`src/rtl/rr_mux_sel_pkg.sv`:
```
// Shared definitions for the round-robin / fixed-select channel selector.
// Mode encodings and the select-width helper used by every block of the slice.
package rr_mux_pkg;

    localparam logic MODE_FIXED = 1'b0;
    localparam logic MODE_RR    = 1'b1;

    // Width needed to index n channels, never less than one bit.
    function automatic int clog2_min1(input int n);
        int w;
        w = 1;
        while ((1 << w) < n) begin
            w = w + 1;
        end
        return w;
    endfunction

endpackage

```
`src/rtl/rr_mux_sel_if.sv`:
```
// Producer/consumer bundle of the selector: per-channel valid/ready/data in,
// one registered valid/ready/data/channel-index out.
interface rr_mux_sel_if
    import rr_mux_pkg::*;
#(
    parameter int N_CH  = 3,
    parameter int WIDTH = 1
) ();

    localparam int SEL_W = clog2_min1(N_CH);

    logic [N_CH*WIDTH-1:0] in_data;
    logic [N_CH-1:0]       in_valid;
    logic [N_CH-1:0]       in_ready;
    logic [WIDTH-1:0]      out_data;
    logic [SEL_W-1:0]      out_ch;
    logic                  out_valid;
    logic                  out_ready;

    modport master (
        output in_data, in_valid, out_ready,
        input  in_ready, out_data, out_ch, out_valid
    );

    modport slave (
        input  in_data, in_valid, out_ready,
        output in_ready, out_data, out_ch, out_valid
    );

endinterface

```
`src/rtl/rr_mux_sel_arbiter.sv`:
```
// Combinational round-robin arbiter: first requester strictly after ptr wins,
// found by rotating a doubled request vector and priority-encoding it.
module rr_arbiter
    import rr_mux_pkg::*;
#(
    parameter int N_CH  = 3,
    parameter int SEL_W = clog2_min1(N_CH)
) (
    input  logic [N_CH-1:0]  req,
    input  logic [SEL_W-1:0] ptr,
    output logic [N_CH-1:0]  grant
);

    typedef logic [SEL_W:0] idx_t;

    localparam idx_t LAST = idx_t'(N_CH - 1);
    localparam idx_t NCH  = idx_t'(N_CH);

    logic [2*N_CH-1:0] w_dbl;
    logic [N_CH-1:0]   w_rot;
    idx_t              w_start;
    idx_t              w_off;
    idx_t              w_idx;
    logic              w_found;

    // Offsets are counted from ptr+1; the winner index is folded back modulo N_CH.
    always_comb begin
        w_start = ({1'b0, ptr} >= LAST) ? '0 : ({1'b0, ptr} + idx_t'(1));
        w_dbl   = {req, req};
        w_rot   = '0;
        for (int i = 0; i < N_CH; i++) begin
            w_rot[i] = w_dbl[w_start + idx_t'(i)];
        end
        w_found = 1'b0;
        w_off   = '0;
        for (int i = N_CH - 1; i >= 0; i--) begin
            if (w_rot[i]) begin
                w_found = 1'b1;
                w_off   = idx_t'(i);
            end
        end
        w_idx = w_start + w_off;
        if (w_idx >= NCH) begin
            w_idx = w_idx - NCH;
        end
        grant = '0;
        for (int i = 0; i < N_CH; i++) begin
            grant[i] = w_found && (w_idx == idx_t'(i));
        end
    end

endmodule

```
`src/rtl/rr_mux_sel.sv`:
```
// N-channel selector with fixed-select or round-robin grant and a one-beat
// registered output stage with valid/ready backpressure.
module rr_mux_sel
    import rr_mux_pkg::*;
#(
    parameter int N_CH  = 3,
    parameter int WIDTH = 1,
    parameter int SEL_W = clog2_min1(N_CH)
) (
    input  logic             clk,
    input  logic             rst_n,
    input  logic             mode,
    input  logic [SEL_W-1:0] sel,
    rr_mux_sel_if.slave      bus
);

    typedef logic [SEL_W-1:0] sel_t;

    logic [WIDTH-1:0] r_out_data;
    sel_t             r_out_ch;
    logic             r_out_valid;
    sel_t             r_ptr;

    logic             w_load_en;
    logic [N_CH-1:0]  w_sel_grant;
    logic [N_CH-1:0]  w_arb_grant;
    logic [N_CH-1:0]  w_grant;
    logic [N_CH-1:0]  w_ready;
    logic             w_xfer;
    sel_t             w_xfer_ch;
    logic [WIDTH-1:0] w_xfer_data;

    rr_arbiter #(
        .N_CH  (N_CH),
        .SEL_W (SEL_W)
    ) u_arb (
        .req   (bus.in_valid),
        .ptr   (r_ptr),
        .grant (w_arb_grant)
    );

    // An out-of-range sel matches no channel, so it simply never grants.
    always_comb begin
        w_load_en   = ~r_out_valid | bus.out_ready;
        w_sel_grant = '0;
        for (int i = 0; i < N_CH; i++) begin
            w_sel_grant[i] = (sel == sel_t'(i)) & bus.in_valid[i];
        end
        w_grant     = (mode == MODE_RR) ? w_arb_grant : w_sel_grant;
        w_ready     = w_grant & {N_CH{w_load_en}};
        w_xfer      = |(w_ready & bus.in_valid);
        w_xfer_ch   = '0;
        w_xfer_data = '0;
        for (int i = 0; i < N_CH; i++) begin
            if (w_grant[i]) begin
                w_xfer_ch   = sel_t'(i);
                w_xfer_data = bus.in_data[i*WIDTH +: WIDTH];
            end
        end
    end

    // Reset leaves ptr on the last channel so the first round-robin winner is ch0.
    always_ff @(posedge clk or negedge rst_n) begin
        if (!rst_n) begin
            r_out_data  <= '0;
            r_out_ch    <= '0;
            r_out_valid <= 1'b0;
            r_ptr       <= sel_t'(N_CH - 1);
        end else if (w_load_en) begin
            if (w_xfer) begin
                r_out_data  <= w_xfer_data;
                r_out_ch    <= w_xfer_ch;
                r_out_valid <= 1'b1;
                if (mode == MODE_RR) begin
                    r_ptr <= w_xfer_ch;
                end
            end else begin
                r_out_valid <= 1'b0;
            end
        end
    end

    assign bus.in_ready  = w_ready;
    assign bus.out_data  = r_out_data;
    assign bus.out_ch    = r_out_ch;
    assign bus.out_valid = r_out_valid;

endmodule

```
`src/flat_wrapper.sv`:
```
// flat-port wrapper written by rule: the top's interface ports become plain ports
module rr_mux_sel_flat import rr_mux_pkg::*;
#(
    parameter int N_CH  = 3,
    parameter int WIDTH = 1,
    parameter int SEL_W = clog2_min1(N_CH)
)
  (clk, rst_n, mode, sel, bus_in_data, bus_in_valid, bus_out_ready, bus_in_ready, bus_out_data, bus_out_ch, bus_out_valid);
  rr_mux_sel_if #(.N_CH(N_CH), .WIDTH(WIDTH)) bus_i ();
  input  logic clk;
  input  logic rst_n;
  input  logic mode;
  input  logic [SEL_W-1:0] sel;
  input wire logic [$bits(bus_i.in_data)-1:0] bus_in_data;
  input wire logic [$bits(bus_i.in_valid)-1:0] bus_in_valid;
  input wire logic [$bits(bus_i.out_ready)-1:0] bus_out_ready;
  output wire logic [$bits(bus_i.in_ready)-1:0] bus_in_ready;
  output wire logic [$bits(bus_i.out_data)-1:0] bus_out_data;
  output wire logic [$bits(bus_i.out_ch)-1:0] bus_out_ch;
  output wire logic [$bits(bus_i.out_valid)-1:0] bus_out_valid;
  assign bus_i.in_data = bus_in_data;
  assign bus_i.in_valid = bus_in_valid;
  assign bus_i.out_ready = bus_out_ready;
  assign bus_in_ready = bus_i.in_ready;
  assign bus_out_data = bus_i.out_data;
  assign bus_out_ch = bus_i.out_ch;
  assign bus_out_valid = bus_i.out_valid;
  rr_mux_sel #(.N_CH(N_CH), .WIDTH(WIDTH), .SEL_W(SEL_W)) u_core (.clk(clk), .rst_n(rst_n), .mode(mode), .sel(sel), .bus(bus_i));
endmodule
```
`config.mk`:
```
export PLATFORM = sky130hd
export DESIGN_NAME = rr_mux_sel_flat
export DESIGN_NICKNAME = d
export VERILOG_FILES = /design/src/rtl/rr_mux_sel_pkg.sv /design/src/rtl/rr_mux_sel_if.sv /design/src/rtl/rr_mux_sel_arbiter.sv /design/src/rtl/rr_mux_sel.sv /design/src/flat_wrapper.sv
export SDC_FILE = /design/constraint.sdc
export NUM_CORES = 1
export LEC_CHECK = 0
export CORE_MARGIN = 5
export CORE_UTILIZATION = 40
export DETAILED_ROUTE_END_ITERATION = 10
export PLACE_DENSITY_LB_ADDON = 0.3
export SETUP_SLACK_MARGIN = 0.5
export SLEW_MARGIN = 20
export SYNTH_ARGS = -nofsm -noshare
export SYNTH_HDL_FRONTEND = slang
export SYNTH_SLANG_ARGS = --single-unit
```
`constraint.sdc`:
```
create_clock -name clk -period 3.5 [get_ports clk]
set_clock_uncertainty 0.1 [all_clocks]
set_input_delay 0.525 -clock clk [delete_from_list [all_inputs] [get_ports clk]]
set_output_delay 0.525 -clock clk [all_outputs]
set_load 0.03 [all_outputs]
```
==> metrics.md <==
| Metric | Value |
|---|---|
| Outcome | `complete, but fails checks` |
| Violated checks | `setup timing` |
| DRT antenna net count | `0` |
| Antenna diode count | `0` |
| # DRC | `0` |
| Largest net degree at the start of global routing | `8` |
| PortBufs | `18` |
| Worst Setup End Kind | `output port` |
| Placement Rows | `14` |
| Syn nets | `87` |
| Hold slack | `slightly above 0.4 ns` |
| Crit path kind | `in2out` |
| Area contributors post-synth | `dfrtp_1 21%, ha_1 8.2%, a21oi_1 6.6%` |
| Final wirelength | `2210 um` |
| Multiplexer area fraction after synthesis | `9.05%` |
| GRT Max-Usage Layer | `met2` |
| Met2 usage | `between 30% and 40%` |
| Vias per cell | `~5.7` |
| CTS tree | `built` |
| Routed wire length per instance | `around 17 um` |
| Cell Area, Placed | `between 900 and 1000 um^2` |
| Tightest Pin Transition | `between 0.5 and 0.6 ns` |
| Met3 Use GR | `approximately 5.2%` |
| Syn Inst Count | `just over 70` |
| Leakage power | `slightly above 0.5 nW` |
| Final Non-Filler Cells | `around 130` |
| RSZ-0062 raised after global routing | `true` |
| HPWL after DPL | `1410 um` |
| Die area | `approximately 2400 um^2` |
| Layout overhead on the synthesized area | `89.3%` |
| Yosys warns | `0` |
| Max transition margin | `roughly 61%` |
| Synth Area in Adders | `8.23%` |
| Die boundary height | `roughly 50 um` |
| Core area | `1470 um^2` |
| Syn Area/Cell | `about 8.6 um^2` |
| Total grt overflow | `0` |
| Total power | `between 0.001 and 0.0015 W` |
| Clock Latency Late Sink | `about 0.26 ns` |
| Most frequent cells in the layout | `22 x buf_4, 12 x clkdlybuf4s50_1, 7 x inv_1` |
| Initial Util | `approximately 41%` |
| Htree depth | `1` |
| Initial DRT Pass Iterations | `4` |
| CP startpoint kind | `primary input` |
| Yosys top cell by area | `dfrtp_1` |
| Post-synth cell types | `31` |
| Clock sink total | `6` |
| Largest family of logic cells by synthesized area | `compound AO/OA/AOI/OAI gates` |
| Area fraction of the dominant cell type after synthesis | `between 20% and 30%` |
| First-pass GRT wire length | `approximately 3500 um` |
| CTS root buf | `clkbuf_4` |
| Final min period | `3.54 ns` |
| FMAX | `283 MHz` |
| Final instance area | `approximately 1200 um^2` |
| Cts bufs inserted | `3` |
| Via count | `753` |
| Initial DRC Count | `20` |
| Layout cell share with drive strength beyond 1 | `around 48%` |
| IO Count | `19` |
| Number of global-route vias before repair | `about 770` |
| Routability cong. | `around 0.95` |
| WP data required | `2.87 ns` |
| Nets | `between 100 and 150` |
| Initial antenna violation count | `0` |
| Min setup slack post-route | `-0.0381 ns` |
| Max-cap violations | `0` |
| Placed cell count | `around 120` |
| Setup-failing EPs final | `3` |
| Clk slew on worst S/H paths | `0.06 ns` |
| Synth Area in Compound Gates | `29.0%` |
| Most common cell after layout, fill and taps aside | `buf_4` |
| VDD IR max | `~0.00064 V` |
| Crit Path Max Fanout | `4` |
| Final Hold Viols | `0` |
| Clock tree buffer depth | `2` |
| Post-synthesis sequential area ratio | `~25%` |
| Slew Limit Fails | `0` |
| Xor/xnor share of the synthesized area | `0%` |
| Total Routing Usage GR | `about 18%` |
| Pwr Density | `1050 nW/um^2` |
| Mapped Area | `between 600 and 700 um^2` |
| Worst min path class | `in2async` |
| Worst path arrival time | `a little under 3 ns` |
| Post-synthesis simple-gate area fraction | `about 23%` |
| Met1 GRT Util | `a little under a quarter` |
| Seq cells post-synth | `6` |
| Setup WS pre-CTS | `-0.408 ns` |
| Share of the cycle needed by the critical path after routing | `101%` |
| Die W | `roughly 50 um` |
| CTS Hold Bufs | `0` |
==> layout make-up <==
class | count | area, um^2
repair buffers | 41 | 363
flip-flops and latches | 6 | 151
multi-input cells | 56 | 561
well taps | 16 | 20.0
clock buffers | 4 | 26.3
fillers | 89 | 320
inverters | 8 | 30.0
==> state kept, by name, summed over array words and instances, names as in the netlist <==
name	cells
u_core.bus.out_ch	2
u_core.bus.out_data	1
u_core.bus.out_valid	1
u_core.r_ptr	2
==> cells in the mapped netlist <==
cell      number
mux2_1         1
a211o_1        2
mux2i_1        3
dfrtp_1        5
nand2b_1       2
o22ai_1        3
mux2i_2        1
buf_2          1
ha_1           4
inv_2          1
nand2_1        2
a31oi_1        5
o311a_1        1
o32ai_1        1
a41oi_1        1
dfstp_2        1
nor2b_1        2
and2_1         2
nor4b_2        2
a21oi_1        8
a222oi_1       1
nand2_2        2
or3_1          1
nor2_1         4
a21oi_2        1
nor3_1         1
o21ai_1        2
inv_1          7
a31oi_2        1
nor4bb_1       2
nand4_1        1
==> per-stage QoR <==
step	setup TNS [ns]	util (%)
global placement	-2.30	66.8
finish	-0.0465	78.2
CTS	0	76.6
detailed placement	-2.57	66.8
floorplan	0	-
global route	-0.732	78.2
==> report_power, final <==
group | internal (W) | switching [W]
clock | 0.0000436 | 0.0000311
sequential | 0.000106 | 0.0000297
combinational | 0.000527 | 0.000475
total | 0.000676 | 0.000536
==> cell families after synthesis <==
kind of cell    count (synthesis)
compound gates                 26
fa+ha+maj                       4
buf+inv                         9
flops                           6
mux                             5
simple gates                   21
==> worst max-delay path, cell delays in order <==
cell and delay [ns]:
clkdlybuf4s15_1 0.21, a31oi_1 0.22, o22ai_2 0.12, ha_2 0.20, ha_4 0.25, ha_4 0.16
ha_4 0.15, a211o_1 0.25, a21oi_4 0.22, mux2i_2 0.30, and2_4 0.18, buf_6 0.12
==> metal layers <==
layer	up-vias	share of wire, %
li1	364	-
met1	363	40
met2	22	54
met3	4	4.6
met4	0	1.3
met5	-	0
==> repair_timing <==
action                                 4_1_cts  5_1_grt
pin swaps                                    9        5
setup endpoints to repair                    9        9
gates resized for setup                     24        3
endpoints found under the hold margin        0        0
setup buffers                                7        2
==> path summary, 6_finish.rpt <==
path / cells after the start / end / slack (ns) / startpoint
max: 12 / bus_in_ready[0] / -0.04 / bus_in_valid[0]
min: 1 / u_core.r_ptr[0] / 0.41 / rst_n
max reg2reg: 15 / u_core.bus.out_data / 0.14 / u_core.r_ptr[0]
min reg2reg: 2 / u_core.bus.out_data / 0.41 / u_core.bus.out_data
max in group asynchronous: 1 / u_core.r_ptr[1] / 2.60 / rst_n
min in group clk: 2 / u_core.bus.out_data / 0.41 / u_core.bus.out_data
Power figures use the tool's default switching activity.
==> variant 1 (same settings) <==
`N_CH` is set to 3 in 4 places; all go to 6.
--- a/src/rtl/rr_mux_sel_if.sv
+++ b/src/rtl/rr_mux_sel_if.sv
@@ -4,5 +4,5 @@
     import rr_mux_pkg::*;
 #(
-    parameter int N_CH  = 3,
+    parameter int N_CH  = 6,
     parameter int WIDTH = 1
 ) ();
--- a/src/rtl/rr_mux_sel_arbiter.sv
+++ b/src/rtl/rr_mux_sel_arbiter.sv
@@ -4,5 +4,5 @@
     import rr_mux_pkg::*;
 #(
-    parameter int N_CH  = 3,
+    parameter int N_CH  = 6,
     parameter int SEL_W = clog2_min1(N_CH)
 ) (
--- a/src/rtl/rr_mux_sel.sv
+++ b/src/rtl/rr_mux_sel.sv
@@ -4,5 +4,5 @@
     import rr_mux_pkg::*;
 #(
-    parameter int N_CH  = 3,
+    parameter int N_CH  = 6,
     parameter int WIDTH = 1,
     parameter int SEL_W = clog2_min1(N_CH)
--- a/src/flat_wrapper.sv
+++ b/src/flat_wrapper.sv
@@ -2,5 +2,5 @@
 module rr_mux_sel_flat import rr_mux_pkg::*;
 #(
-    parameter int N_CH  = 3,
+    parameter int N_CH  = 6,
     parameter int WIDTH = 1,
     parameter int SEL_W = clog2_min1(N_CH)
Interface: changed (5 resized); port bits go from 19 to 30. No check against the original RTL was run, so the function may have changed too.
==> variant 1 against the original RTL <==
First-iteration DRC count rose to 5.5 times the old value. The flow still finishes with violations (setup timing). Synthesized area rose to 2.9 times the old value. Synthesized cell count rose to 3.3 times the old value. Sequential cell count rose by 2. Critical path type is now reg2out. Worst setup slack got worse by 2300 ps. Routed wire length rose to 2.9 times the old value. Design area rose to 2.8 times the old value. Largest cell class unchanged.
Power is left out: the tool's default activity adds up to more than one toggle a clock period on the data nets, which glitch-free logic cannot reach.
==> variant 1: results (changes against the original RTL) <==
[drt]
drt_first_iter_violations=110  ; was 20
viasPerCell=5.76  ; was 5.75
dr.pass1.iters=4  ; unchanged
drt_wl_total_um=6500  ; was 2210 µm

[synth]
yosysUniqueCellTypes=69  ; was 31
synth_nets=266  ; was 87
yosysSeqAreaShare_pct=11.3  ; was 24.9%
synth.top_cells.by_area=dfrtp_1 (8.4%), ha_1 (7.7%), a21oi_1 (4.8%)  ; was dfrtp_1 (21%), ha_1 (8.2%), a21oi_1 (6.6%)
yosys-top-cells-count=nor2_1 (22), a21oi_1 (17), inv_1 (12), o21ai_0 (12)  ; was a21oi_1 (8), inv_1 (7), a31oi_1 (5), dfrtp_1 (5)
syn-instance-count=235  ; was 71
yosys_warnings=0  ; unchanged
synthFlopType=dfrtp_1  ; unchanged
synthArstFlopShare_pct=100  ; unchanged
synth_most_common_cell=nor2_1  ; was a21oi_1

[worst_setup_path]
crit_start=u_core.r_ptr[1]$_DFFE_PN0P_  ; was bus_in_valid[0]
critPathCapture=bus_in_ready[0]  ; unchanged
rr_endpoint=u_core.r_ptr[0]$_DFFE_PN1P_  ; was u_core.bus.out_data$_DFFE_PN0P_
crit_arrival_ps=5200  ; was 2910 ps
reg2reg_slack_ps=-2080  ; was 140 ps
r2r_cells=29  ; was 15
path_max_fanout=4  ; unchanged

[cts]
clockBufferDepth=2  ; unchanged
cts_root_buf=clkbuf_8  ; was clkbuf_4
clk_pin_slew_ps=40  ; was 60 ps
ctsHtreeMaxLevel=1  ; unchanged
cts_made_buffers=3  ; unchanged
clock_latency_ps=230  ; was 260 ps

[status]
violations=setup timing  ; unchanged
status=finished with violations  ; unchanged

[grt]
grt_antenna_before_repair=0  ; unchanged
grt_max_degree=14  ; was 8
grt_use_total_pct=21.7  ; was 18.5%
grt_pass1_vias=2314  ; was 774
grt_pass1_wl_um=10700  ; was 3530 µm

[placed_design]
place_ws_ps=-2250  ; was -408 ps
placed_cell_area_um2=2850  ; was 982 µm²
gp_congestion=0.939  ; was 0.945
io_buffer_count=29  ; was 18
dp_hpwl_um=4980  ; was 1410 µm

[sta]
setup_ws_ps=-2320  ; was -38.1 ps
setup_viol=14  ; was 3
worstMarginPinSlew_ps=477  ; was 580 ps
setup_tns_ps=-29020  ; was -46.5 ps
hold_ws_ps=397  ; was 406 ps

[cells_and_area]
antenna_cells=0  ; unchanged
final_nets=380  ; was 132
drive_gt1_share_pct=48.9  ; was 47.8%
fin_cells=400  ; was 131

[worst_hold_path]
hold_path_class=reg2reg  ; was in2async
hold_depth=1
whs_endpoint=u_core.bus.out_ch[1]$_DFFE_PN0P_
min-delay-start=u_core.bus.out_ch[1]$_DFFE_PN0P_

[variant 1: changes by cell type in the layout (fill, tap and decap cells not counted), sizes merged, moves of 7 or more]
cell	delta
a21oi	+8
buf	+69
clkdlybuf4s50	+11
ha	+7
mux2	+7
nand2	+7
nand3	+12
nor2	+18
o21ai	+16
[variant 1: timing repair]
| item | 4_1_cts | 5_1_grt |
|---|---|---|
| endpoints found under the setup margin | 14 | 14 |
| setup buffers | 5 | 7 |
| pin swaps | 29 | 14 |
| hold buffers | 0 | 0 |
| resized for setup | 33 | 18 |
[variant 1: cells by family after synthesis]
group	count (synthesis)	synth area share (%)
simple gates	94	29.2
compound gates	77	32.7
buf+inv	24	6.36
mux	16	9.72
fa+ha+maj	12	8.81
flops	8	11.3
xor+xnor	4	1.96
[variant 1: critical path, cell delays in order (launching register included)]
cell and delay (ps):
dfrtp_2 430, buf_6 130, or3_4 380, a21o_4 240
ha_4 220, buf_4 150, buf_4 160, nor2b_1 210
a2111oi_4 90, a41oi_4 210, a21bo_2 250, a21oi_2 120
nor2_1 50, ha_2 180, fa_2 350, xnor2_2 170
inv_2 70, ha_4 220, buf_6 110, or3b_4 350
mux2i_1 160, a21oi_2 80, or3_4 350, a21oi_4 150
buf_6 140
[variant 1: per-layer routing]
layer | global-route usage, % | vias to the layer above | routed length (µm) | share of wire (%)
met5 | 0 | - | 0 | 0
li1 | - | 1112 | - | -
met4 | 7.52 | 0 | 174 | 2.7
met1 | 27.7 | 1101 | 2720 | 42
met2 | 37.2 | 73 | 3300 | 51
met3 | 2.58 | 17 | 303 | 4.7
[variant 1: area by class of cell]
cell class,count,area (µm²)
inverter,13,56.3
multi-input combinational,203,1810
timing repair buffer,120,1010
fill,339,1170
clock buffer,4,45.0
sequential,8,204
tap,52,65.1
==> variant 2 (same settings) <==
Made on the original files. Register the input `mode` before use, with the module's reset. The logic sees it one clock later. The other inputs are not delayed to match.
--- a/src/rtl/rr_mux_sel.sv
+++ b/src/rtl/rr_mux_sel.sv
@@ -16,4 +16,14 @@
 
     typedef logic [SEL_W-1:0] sel_t;
+
+    logic mode_q;
+
+    always_ff @(posedge clk or negedge rst_n) begin
+        if (!rst_n) begin
+            mode_q <= '0;
+        end else begin
+            mode_q <= mode;
+        end
+    end
 
     logic [WIDTH-1:0] r_out_data;
@@ -47,5 +57,5 @@
             w_sel_grant[i] = (sel == sel_t'(i)) & bus.in_valid[i];
         end
-        w_grant     = (mode == MODE_RR) ? w_arb_grant : w_sel_grant;
+        w_grant     = (mode_q == MODE_RR) ? w_arb_grant : w_sel_grant;
         w_ready     = w_grant & {N_CH{w_load_en}};
         w_xfer      = |(w_ready & bus.in_valid);
@@ -72,5 +82,5 @@
                 r_out_ch    <= w_xfer_ch;
                 r_out_valid <= 1'b1;
-                if (mode == MODE_RR) begin
+                if (mode_q == MODE_RR) begin
                     r_ptr <= w_xfer_ch;
                 end
Behaviour: not the same (Yosys sat finds a counterexample within 4 cycles, from zero or initial values and one cycle with rst_n low).
==> variant 2 against the original RTL <==
The run still ends with setup timing left. Worst setup slack gained 11 ps. Sequential cell count grew 1. Total power grew 33%. Design area grew 27%. Global-route usage grew 2.6 points. Synthesized area grew 23%. Routed wire length grew 29%.
==> variant 2: results (changes against the original RTL) <==
[cells_and_area]
drive_gt1_share_pct=53.7  ; was 47.8%
inverters=1  ; was 8
signal_buffers=54  ; was 41
multi_input_area_um2=758  ; was 561 µm²
design.seq.count=7  ; was 6
fin_cells=172  ; was 131
seq_share_pct=12.1  ; was 13.2%
nFillCells=98  ; was 89

[grt]
grt_use_total_pct=21.1  ; was 18.5%
grt_pass1_wl_um=4510  ; was 3530 µm
globalRouteMet2Util_pct=38.8  ; was 31.1%
grtUsageMet1_pct=24.8  ; was 22.6%

[status]
status=finished with violations  ; unchanged
violations=setup timing  ; unchanged

[sta]
slew_headroom_pct=56.0  ; was 61.2%
setup_viol=2  ; was 3
hold_ws_ps=394  ; was 406 ps
setup_ws_ps=-26.8  ; was -38.1 ps

[worst_setup_path]
reg2reg_slack_ps=330  ; was 140 ps
r2r_cells=14  ; was 15
crit-reg2reg-launch=u_core.r_ptr[1]$_DFFE_PN1P_  ; was u_core.r_ptr[0]$_DFFE_PN0P_
rr_endpoint=u_core.bus.out_valid$_DFFE_PN0N_  ; was u_core.bus.out_data$_DFFE_PN0P_
crit_start=bus_in_valid[1]  ; was bus_in_valid[0]

[worst_hold_path]
hold_path_class=reg2reg  ; was in2async

[placed_design]
gp_congestion=0.837  ; was 0.945

[cts]
cts_resized=41  ; was 24

[synth]
yosysSeqAreaShare_pct=23.5  ; was 24.9%

[drt]
drt_wl_total_um=2840  ; was 2210 µm

variant 2: critical path: stages:
cell and delay (ps):
buf_2 120, nand2b_4 150, nor2_4 80, a21oi_2 30, o22ai_1 150, ha_2 230, ha_4 210, ha_4 160
ha_4 150, a211o_1 210, a21o_2 210, buf_6 130, mux2i_4 180, a21oi_2 180, nor2_4 40, buf_6 130
variant 2: cell families after synthesis:
| logic type | after synthesis | share of synthesized area (%) |
|---|---|---|
| buffers and inverters | 5 | 3.84 |
| flip-flops | 7 | 23.5 |
| adder cells (fa/ha/maj) | 4 | 6.68 |
| AND/OR/NAND/NOR | 45 | 33.2 |
| multiplexers | 7 | 9.68 |
| AO/OA/AOI/OAI | 25 | 23.0 |
variant 2: where the power goes:
part	switching (mW)	leakage [nW]	internal (mW)	total [mW]
combinational	0.635	0.529	0.753	1.39
sequential	0.0341	0.0819	0.119	0.153
clock	0.0288	0.0150	0.0434	0.0723
total	0.698	0.626	0.916	1.61
